[src/rtl/fp_pkg.sv]
// Shared floating-point constants and the round-to-nearest-even decision
// used by the adder datapath rounding blocks.
package fp_pkg;

    localparam int FP_WIDTH       = 24;
    localparam int FP_SHIFT_WIDTH = 5;
    localparam int FP_EXP_WIDTH   = 8;

    localparam logic [FP_EXP_WIDTH-1:0] EXP_MAX  = '1;
    localparam logic [FP_EXP_WIDTH-1:0] EXP_BIAS = 8'd127;

    // Bit positions of guard/round/sticky at the bottom of {M,G,R,S}
    localparam int GRS_S = 0;
    localparam int GRS_R = 1;
    localparam int GRS_G = 2;

    function automatic logic rne_round_up(input logic lsb, input logic g,
                                          input logic r, input logic s);
        return g & (r | s | lsb);
    endfunction

endpackage

[src/rtl/leading_zero_counter.sv]
// Combinational leading-zero count over width+2 bits ({M,G,R}).
// An all-zero input reports width+2 together with all_zero_o.
module leading_zero_counter #(
    parameter int width       = 24,
    parameter int shift_width = 5
) (
    input  logic [width+1:0]       data_i,
    output logic [shift_width-1:0] count_o,
    output logic                   all_zero_o
);

    always_comb begin
        count_o    = shift_width'(width + 2);
        all_zero_o = ~|data_i;
        // Later (higher) set bits win, leaving the count of the MSB-most one
        for (int i = 0; i < width + 2; i++) begin
            if (data_i[i]) begin
                count_o = shift_width'(width + 1 - i);
            end
        end
    end

endmodule

[src/rtl/normalize_round.sv]
// Post-addition normalizer and RNE rounder: stage 1 renormalizes the raw sum,
// stage 2 rounds and saturates; two-entry valid/ready pipeline.
module normalize_round
    import fp_pkg::*;
#(
    parameter int width       = FP_WIDTH,
    parameter int shift_width = FP_SHIFT_WIDTH,
    parameter int exp_width   = FP_EXP_WIDTH
) (
    input  logic                 clk,
    input  logic                 rst,
    input  logic                 in_valid,
    output logic                 in_ready,
    input  logic [width+3:0]     in_mant,
    input  logic [exp_width-1:0] in_exp,
    input  logic                 in_sign,
    output logic                 out_valid,
    input  logic                 out_ready,
    output logic [width-1:0]     out_mant,
    output logic [exp_width-1:0] out_exp,
    output logic                 out_sign,
    output logic                 out_zero,
    output logic                 out_overflow,
    output logic                 out_underflow
);

    localparam int MW = width + 3;      // {M,G,R,S}
    localparam int EW = exp_width + 2;  // signed working exponent
    localparam logic [EW-1:0] EXP_SAT = {2'b00, {exp_width{1'b1}}};

    logic                 s1_valid_q, s2_valid_q;
    logic                 s1_load, s2_load;

    logic [MW-1:0]        s1_mant_q, s1_mant_d;
    logic [exp_width:0]   s1_exp_q, s1_exp_d;
    logic                 s1_sign_q;
    logic                 s1_zero_q, s1_zero_d;
    logic                 s1_unf_q, s1_unf_d;

    logic [width-1:0]     out_mant_q, out_mant_d;
    logic [exp_width-1:0] out_exp_q, out_exp_d;
    logic                 out_sign_q;
    logic                 out_zero_q, out_zero_d;
    logic                 out_ovf_q, out_ovf_d;
    logic                 out_unf_q, out_unf_d;

    assign s2_load   = !s2_valid_q || out_ready;
    assign s1_load   = !s1_valid_q || s2_load;
    assign in_ready  = !rst && s1_load;
    assign out_valid = s2_valid_q;

    // ---------------- stage 1: normalize ----------------
    logic                   c_bit;
    logic [MW-1:0]          mgrs;
    logic [shift_width-1:0] lzc;
    logic                   mgr_zero;
    logic [MW-1:0]          norm_mant;
    logic signed [EW-1:0]   exp_ext;

    assign c_bit = in_mant[width+3];
    assign mgrs  = in_mant[MW-1:0];

    leading_zero_counter #(
        .width       (width),
        .shift_width (shift_width)
    ) u_lzc (
        .data_i     (in_mant[width+2:1]),
        .count_o    (lzc),
        .all_zero_o (mgr_zero)
    );

    // Logarithmic left shifter, mirror image of the alignment shifter
    always_comb begin
        norm_mant = mgrs;
        for (int k = 0; k < shift_width; k++) begin
            if (lzc[k]) begin
                norm_mant = norm_mant << (1 << k);
            end
        end
    end

    assign exp_ext = $signed({2'b00, in_exp}) - $signed({{(EW-shift_width){1'b0}}, lzc});

    always_comb begin
        s1_mant_d = norm_mant;
        s1_exp_d  = exp_ext[exp_width:0];
        s1_zero_d = 1'b0;
        s1_unf_d  = 1'b0;
        if (!c_bit && mgr_zero && !in_mant[GRS_S]) begin
            s1_mant_d = '0;
            s1_exp_d  = '0;
            s1_zero_d = 1'b1;
        end else if (c_bit) begin
            s1_mant_d = {in_mant[width+3:2], in_mant[GRS_R] | in_mant[GRS_S]};
            s1_exp_d  = {1'b0, in_exp} + (exp_width+1)'(1);
        end else if (exp_ext[EW-1] || (exp_ext == '0)) begin
            s1_mant_d = '0;
            s1_exp_d  = '0;
            s1_zero_d = 1'b1;
            s1_unf_d  = 1'b1;
        end
    end

    // ---------------- stage 2: round and saturate ----------------
    logic [width-1:0] s1_m;
    logic             round_up;
    logic [width:0]   sum;
    logic [EW-1:0]    exp_r;
    logic [width-1:0] mant_r;

    assign s1_m     = s1_mant_q[MW-1:3];
    assign round_up = rne_round_up(s1_m[0], s1_mant_q[GRS_G], s1_mant_q[GRS_R], s1_mant_q[GRS_S]);
    assign sum      = {1'b0, s1_m} + {{width{1'b0}}, round_up};
    assign exp_r    = {1'b0, s1_exp_q} + {{(exp_width+1){1'b0}}, sum[width]};
    assign mant_r   = sum[width] ? {1'b1, {(width-1){1'b0}}} : sum[width-1:0];

    always_comb begin
        out_mant_d = mant_r;
        out_exp_d  = exp_r[exp_width-1:0];
        out_zero_d = 1'b0;
        out_ovf_d  = 1'b0;
        out_unf_d  = 1'b0;
        if (s1_zero_q) begin
            out_mant_d = '0;
            out_exp_d  = '0;
            out_zero_d = 1'b1;
            out_unf_d  = s1_unf_q;
        end else if (exp_r >= EXP_SAT) begin
            out_mant_d = '0;
            out_exp_d  = '1;
            out_ovf_d  = 1'b1;
        end
    end

    always_ff @(posedge clk) begin
        if (rst) begin
            s1_valid_q <= 1'b0;
            s2_valid_q <= 1'b0;
            s1_mant_q  <= '0;
            s1_exp_q   <= '0;
            s1_sign_q  <= 1'b0;
            s1_zero_q  <= 1'b0;
            s1_unf_q   <= 1'b0;
            out_mant_q <= '0;
            out_exp_q  <= '0;
            out_sign_q <= 1'b0;
            out_zero_q <= 1'b0;
            out_ovf_q  <= 1'b0;
            out_unf_q  <= 1'b0;
        end else begin
            if (s1_load) begin
                s1_valid_q <= in_valid;
                if (in_valid) begin
                    s1_mant_q <= s1_mant_d;
                    s1_exp_q  <= s1_exp_d;
                    s1_sign_q <= in_sign;
                    s1_zero_q <= s1_zero_d;
                    s1_unf_q  <= s1_unf_d;
                end
            end
            if (s2_load) begin
                s2_valid_q <= s1_valid_q;
                if (s1_valid_q) begin
                    out_mant_q <= out_mant_d;
                    out_exp_q  <= out_exp_d;
                    out_sign_q <= s1_sign_q;
                    out_zero_q <= out_zero_d;
                    out_ovf_q  <= out_ovf_d;
                    out_unf_q  <= out_unf_d;
                end
            end
        end
    end

    assign out_mant      = out_mant_q;
    assign out_exp       = out_exp_q;
    assign out_sign      = out_sign_q;
    assign out_zero      = out_zero_q;
    assign out_overflow  = out_ovf_q;
    assign out_underflow = out_unf_q;

endmodule
[config.mk]
export PLATFORM = sky130hd
export DESIGN_NAME = normalize_round
export DESIGN_NICKNAME = d
export VERILOG_FILES = /design/src/rtl/fp_pkg.sv /design/src/rtl/leading_zero_counter.sv /design/src/rtl/normalize_round.sv
export SDC_FILE = /design/constraint.sdc
export NUM_CORES = 1
export LEC_CHECK = 0
export ABC_CLOCK_PERIOD_IN_PS = 5600
export BUFFER_PORTS_ARGS = -buffer_cell sky130_fd_sc_hd__buf_2
export CORE_MARGIN = 2
export CORE_UTILIZATION = 55
export CTS_BUF_LIST = sky130_fd_sc_hd__clkbuf_8
export CTS_CLUSTER_DIAMETER = 100
export CTS_CLUSTER_SIZE = 16
export DETAILED_ROUTE_END_ITERATION = 7
export GPL_TIMING_DRIVEN = 1
export PLACE_DENSITY = 0.77
export RECOVER_POWER = 50
export SLEW_MARGIN = 20
export SYNTH_ARGS = -nofsm -noshare
export SYNTH_HDL_FRONTEND = slang
export SYNTH_SLANG_ARGS = --single-unit
[constraint.sdc]
create_clock -name clk -period 5.6 [get_ports clk]
set_input_delay 0.28 -clock clk [delete_from_list [all_inputs] [get_ports clk]]
set_output_delay 0.28 -clock clk [all_outputs]
set_load 0.05 [all_outputs]
==> results.yml, run 1 <==
die:
  row_count: 37
  dieWidth_um: 108
  design.core.area_mm2: 0.0104
  dieHeight_um: 108
  io_pins: 79
  initial_core_util_pct: 57.0
  dieArea_mm2: 0.0116
min_path:
  hp-start: "in_sign"
  hp-class: "input port to flip-flop"
global_route:
  antenna_found_initial: 0
  grt_max_degree: 64
  overflow: 0
  grt_pass1_wl_um: 30100
  grt_util_all_layers_pct: 32.7
  grt_pass1_vias: 5756
critical_path:
  critical_path_arrival_ns: 5.17
  cp.required_ns: 5.81
  max_stage_delay_ns: 0.79
  critPathKind: "input port to flip-flop"
  critPathLaunchType: "input port"
  critPathTopFamily: "compound AO/OA/AOI/OAI gates"
  critPathBufInv: 3
  crit_chain: "buf_2, nor2b_1, o21ai_0, nand3_1, o21ai_2, clkinv_4, buf_4, ha_1, nand2b_1, a2111o_1, o311ai_1, nand4_1, o21ai_0, nor2_1, a32o_1, nand3_1, a21oi_1"
  crit_path_end_kind: "flip-flop"
  crit_start: "in_mant[23]"
  reg2reg_from: "s1_mant_q[2]$_SDFFE_PP0P_"
  worstPathMaxFanout: 26
  critPathSlowestCell: "o21ai_0"
detailed_routing:
  drc_errors: 0
  postRouteAntennaNets: 0
  drt-pass1-iter-count: 6
  avgViaCountPerCell: 6.58
  drt_first_iter_violations: 564
  num_vias: 6321
  wl_per_cell_um: 19.9
  drt_wl_total_um: 19100
pwr:
  p_sw_uw: 486
  p_seq_share_pct: 40.2
  share_comb_of_total_power_pct: 25.8
  p_int_uw: 1020
  power_frac_clock_pct: 34.0
  p_leak_uw: 0.00248
  power.density_mw_per_mm2: 230
  sw_frac_of_total_pct: 32.3
  vdd_drop_max_mv: 0.183
synth:
  synth.ff_latch_count: 77
  synth-edff-count: 0
  synthTopCellsByArea: "dfxtp_1, nor2_1, a21oi_1"
  synthTopCellsByCount: "nor2_1, dfxtp_1, nand2_1"
  synthCells: 773
  synth_warnings: 0
  ys_types: 81
  yosys.area.top_type: "dfxtp_1"
  synth_ff_type: "dfxtp_1"
  netlist.area_leader.share_pct: 26.1
  synth_nets: 825
  ys_async_sr_fraction_pct: 0
  syn-mean-instance-area_um2: 7.65
  synth-seq-area-share_pct: 26.1
  synth_area_mm2: 0.00591
  synth_most_common_cell: "nor2_1"
timing:
  final.min_clock_period_ns: 4.96
  max_slew_margin_pct: -25.5
  slew_viol_final: 47
  tightest_slew_ns: 1.88
  fin_skew_ns: 0.0103
  rsz0062_at_grt: "false"
  fin_crit_sh_pct: 88.5
  timing.setup.tns_ns: 0
  final_hold_viol_count: 0
  setup_viol: 0
  fmax_ghz: 0.202
  timing.hold.ws_ns: 0.170
cells_and_area:
  area_growth_pct: 10.7
  n_antenna_cell: 0
  nets: 872
  drive_gt1_share_pct: 12.0
placement:
  numPortBuffers: 78
  place_hpwl_um: 14200
  gp_congestion: 0.996
clocking:
  clock_sinks: 77
  cts-root-buf: "clkbuf_8"
  postCtsSetupBuffers: 0
  cts_resized: 0
  cts_hold_buf: 0
  clk_pin_slew_ns: 0.08
  numCtsBuffers: 9
  clock_path_buffers: 2
  cts_max_level: 3
  cts_tree: "built"
  clock_latency_ns: 0.35
job:
  maxCapViolCount: 1
status:
  outcome: "finished, violations left"
  violations: "capacitance limit, slew limit"
[per-layer routing]
layer	vias up	track usage, %	part of all wire, %
met5	-	0	0
met3	37	4.60	7.7
li1	2967	-	-
met4	0	11.8	2.4
met2	343	52.2	46
met1	2974	44.9	44
[final cells by class]
| type | instances | area [um2] |
|---|---|---|
| Tap cell | 136 | 170 |
| Multi-Input combinational cell | 617 | 4040 |
| Sequential cell | 77 | 1540 |
| Clock buffer | 10 | 138 |
| Clock inverter | 6 | 110 |
| Inverter | 21 | 83.8 |
| Timing Repair Buffer | 94 | 455 |
| Fill cell | 974 | 3830 |
[sequential cells by signal (all words and copies together), names as in the netlist]
name,flops
s1_unf_q,1
s1_exp_q,9
out_sign,1
s1_zero_q,1
out_zero,1
out_underflow,1
out_mant,24
s1_mant_q,27
s1_valid_q,1
out_overflow,1
out_valid,1
out_exp,8
s1_sign_q,1
[layout by cell type (no fill, tap or decap), types with 26 or more instances in the layout]
cell and n:
nor2_1 79, dfxtp_1 77, nand2_1 75, a21oi_1 58, nand3_1 43, buf_2 40
clkbuf_1 40, o21ai_0 33, mux2i_1 29, a22oi_1 26
[power groups by stage]
stage	clock network (uW)	logic (uW)	registers, uW
final	512	388	605
after global placement	0	373	614
after CTS	518	382	604
after floorplan	0	252	630
after global routing	537	416	609
after detailed placement	0	380	617
[worst min-delay path, stage by stage]
cell and delay [ns]:
buf_2 0.10, nand2_1 0.05, a21oi_1 0.05
[logic make-up (layout without fill, tap and decap cells)]
family / after synthesis / in the layout / share of synthesized area (%)
and+or+nand+nor: 292 / 292 / 24.0
AOI/OAI and AO/OA: 239 / 239 / 29.0
buffers and inverters: 79 / 131 / 5.48
DFF: 77 / 77 / 26.1
muxes: 40 / 40 / 7.83
xor gates and xnor gates: 35 / 35 / 5.19
adders and majority gates: 11 / 11 / 2.46
[metrics by stage]
stage	util [%]	std cells	power (uW)	instance area (um2)	setup slack (ns)
after floorplan	-	773	882	5910	1.38
final	63.1	961	1500	6540	0.643
after detailed placement	61.3	945	996	6360	1.02
after global placement	61.3	945	987	6360	1.23
after CTS	63.7	961	1500	6610	0.987
after global routing	63.1	961	1560	6540	0.347
[final timing paths]
check	end	slack, ns	depth (start not counted)
setup reg to reg	out_mant[16]$_SDFFE_PP0P_	0.89	19
hold / removal	s1_sign_q$_SDFFE_PP0P_	0.17	3
setup / recovery	s1_mant_q[4]$_SDFFE_PP0P_	0.64	17
hold reg to reg	out_mant[9]$_SDFFE_PP0P_	0.45	2
Power figures use the tool's default switching activity.
==> run 2, diff against run 1 <==
GPL_ROUTABILITY_DRIVEN = 0   (was unset)
REMOVE_ABC_BUFFERS = 1   (was unset)
==> results.yml, run 2 (same netlist as run 1, synthesis figures left out) <==
die:
  dieHeight_um: 108
  initial_core_util_pct: 57.0
  dieArea_mm2: 0.0116
  dieWidth_um: 108
  row_count: 37
  design.core.area_mm2: 0.0104
  io_pins: 79
placement:
  numPortBuffers: 78
  place_hpwl_um: 12600
  place_ws_ns: 1.16
  dpl_cell_area_mm2: 0.00634
pwr:
  vdd_drop_max_mv: 0.161
  power.density_mw_per_mm2: 219
  p_int_uw: 955
  p_leak_uw: 0.00245
  p_seq_share_pct: 42.5
  power_frac_clock_pct: 30.8
  p_sw_uw: 463
  share_comb_of_total_power_pct: 26.7
  sw_frac_of_total_pct: 32.6
cells_and_area:
  final_core_util_pct: 62.5
  n_antenna_cell: 0
  regMostFlops: "s1_mant_q"
  drive_gt1_share_pct: 11.7
  largest_reg_flops: 27
  area_growth_pct: 9.72
  final_cell_area_mm2: 0.00648
  final_common_cell: "nor2_1"
  nets: 870
  mostFrequentLayoutCells: "nor2_1, dfxtp_1, nand2_1"
critical_path:
  critPathBufInv: 3
  worstPathMaxFanout: 12
  crit_chain: "buf_2, nor2b_1, o21ai_2, nand3_1, o21ai_0, clkinv_4, ha_1, fa_1, nand2b_1, o2bb2ai_1, o21a_1, a211oi_1, o21ai_0, clkbuf_1, a2111oi_0, a221o_1, nand3_1, a21oi_1"
  critPathLaunchType: "input port"
  critical_path_arrival_ns: 5.12
  critPathTopFamily: "compound AO/OA/AOI/OAI gates"
  max_stage_delay_ns: 1.21
  cp.required_ns: 5.89
  crit_path_end_kind: "flip-flop"
  critPathSlowestCell: "o21ai_0"
  critPathKind: "input port to flip-flop"
min_path:
  hp-class: "input port to flip-flop"
detailed_routing:
  num_vias: 6243
  wl_per_cell_um: 17.9
  postRouteAntennaNets: 0
  avgViaCountPerCell: 6.52
  drt-pass1-iter-count: 8
  wl_met2_um: 7810
  drt_wl_total_um: 17100
  dr_wl_met3_um: 1560
  drt_first_iter_violations: 721
  maxUsedRoutingLayer: "met4"
  drc_errors: 3
  wl_met1_um: 7280
timing:
  fin_skew_ns: 0.0104
  fin_crit_sh_pct: 86.2
  rsz0062_at_grt: "false"
  fmax_ghz: 0.207
  timing.setup.tns_ns: 0
  slew_viol_final: 13
  tightest_slew_ns: 1.54
  final_hold_viol_count: 0
  worst_slack_ns: 0.771
  max_slew_margin_pct: -3.56
  timing.hold.ws_ns: 0.175
  final.min_clock_period_ns: 4.83
  setup_viol: 0
clocking:
  clock_sinks: 77
  clock_latency_ns: 0.35
  cts_max_level: 3
  numCtsBuffers: 9
  cts-root-buf: "clkbuf_8"
  cts_resized: 0
  cts_hold_buf: 0
  clock_path_buffers: 2
  clk_pin_slew_ns: 0.08
  cts_tree: "built"
  postCtsSetupBuffers: 0
status:
  outcome: "finished, violations left"
  violations: "DRC, capacitance limit, slew limit"
global_route:
  grt_pass1_vias: 5618
  grt_pass1_wl_um: 27800
  grt_max_degree: 64
  grt_util_all_layers_pct: 29.7
  antenna_found_initial: 0
  overflow: 0
job:
  maxCapViolCount: 1
run 2: cell types whose count changed in the layout (fill, tap and decap cells not counted), sizes merged:
cell / delta
buf: -2
clkinv: +1
clkinvlp: -1
clkbuf: -1
bufinv: -1
run 2: layout make-up:
type                       count  area (um2)
multi-input combinational    617        4050
timing repair buffer          92         440
fill                         976        3880
clock buffer                   9         124
inverter                      21        83.8
clock inverter                 5        77.6
tap                          136         170
sequential                    77        1540
run 2: per-layer routing:
layer | GRT usage (%) | vias to the layer above
met3 | 5.51 | 47
li1 | - | 2972
met5 | 0 | -
met1 | 40.7 | 2866
met2 | 45.9 | 358
met4 | 11.9 | 0
run 2: power groups by stage:
stage / Sequential, uW / Clock, uW / Combinational [uW]
floorplan: 631 / 0 / 225
global placement: 613 / 0 / 362
detailed placement: 615 / 0 / 369
CTS: 602 / 444 / 371
global route: 608 / 467 / 408
finish: 603 / 436 / 379
run 2: path summary, 6_finish.rpt:
path	slack [ns]	from	endpoint	depth (start not counted)
setup / recovery	0.77	in_mant[23]	s1_mant_q[7]$_SDFFE_PP0P_	18
hold / removal	0.17	in_sign	s1_sign_q$_SDFFE_PP0P_	3
setup reg to reg	1.15	s1_mant_q[2]$_SDFFE_PP0P_	out_mant[15]$_SDFFE_PP0P_	19
hold reg to reg	0.46	out_mant[14]$_SDFFE_PP0P_	out_mant[14]$_SDFFE_PP0P_	2
run 2: metrics by stage:
step / std cells / total power (uW)
after global placement: 943 / 975
final: 957 / 1420
after detailed placement: 943 / 984
after global routing: 957 / 1480
after floorplan: 715 / 855
after CTS: 957 / 1420
run 2: worst register-to-register path, delay by kind of cell (launching register included):
kind            cells  cell delay, ns
compound gates      3            0.38
xor+xnor            1            0.10
fa+ha+maj           3            0.62
buf+inv             2            0.40
flops               1            0.38
simple gates       10            2.45
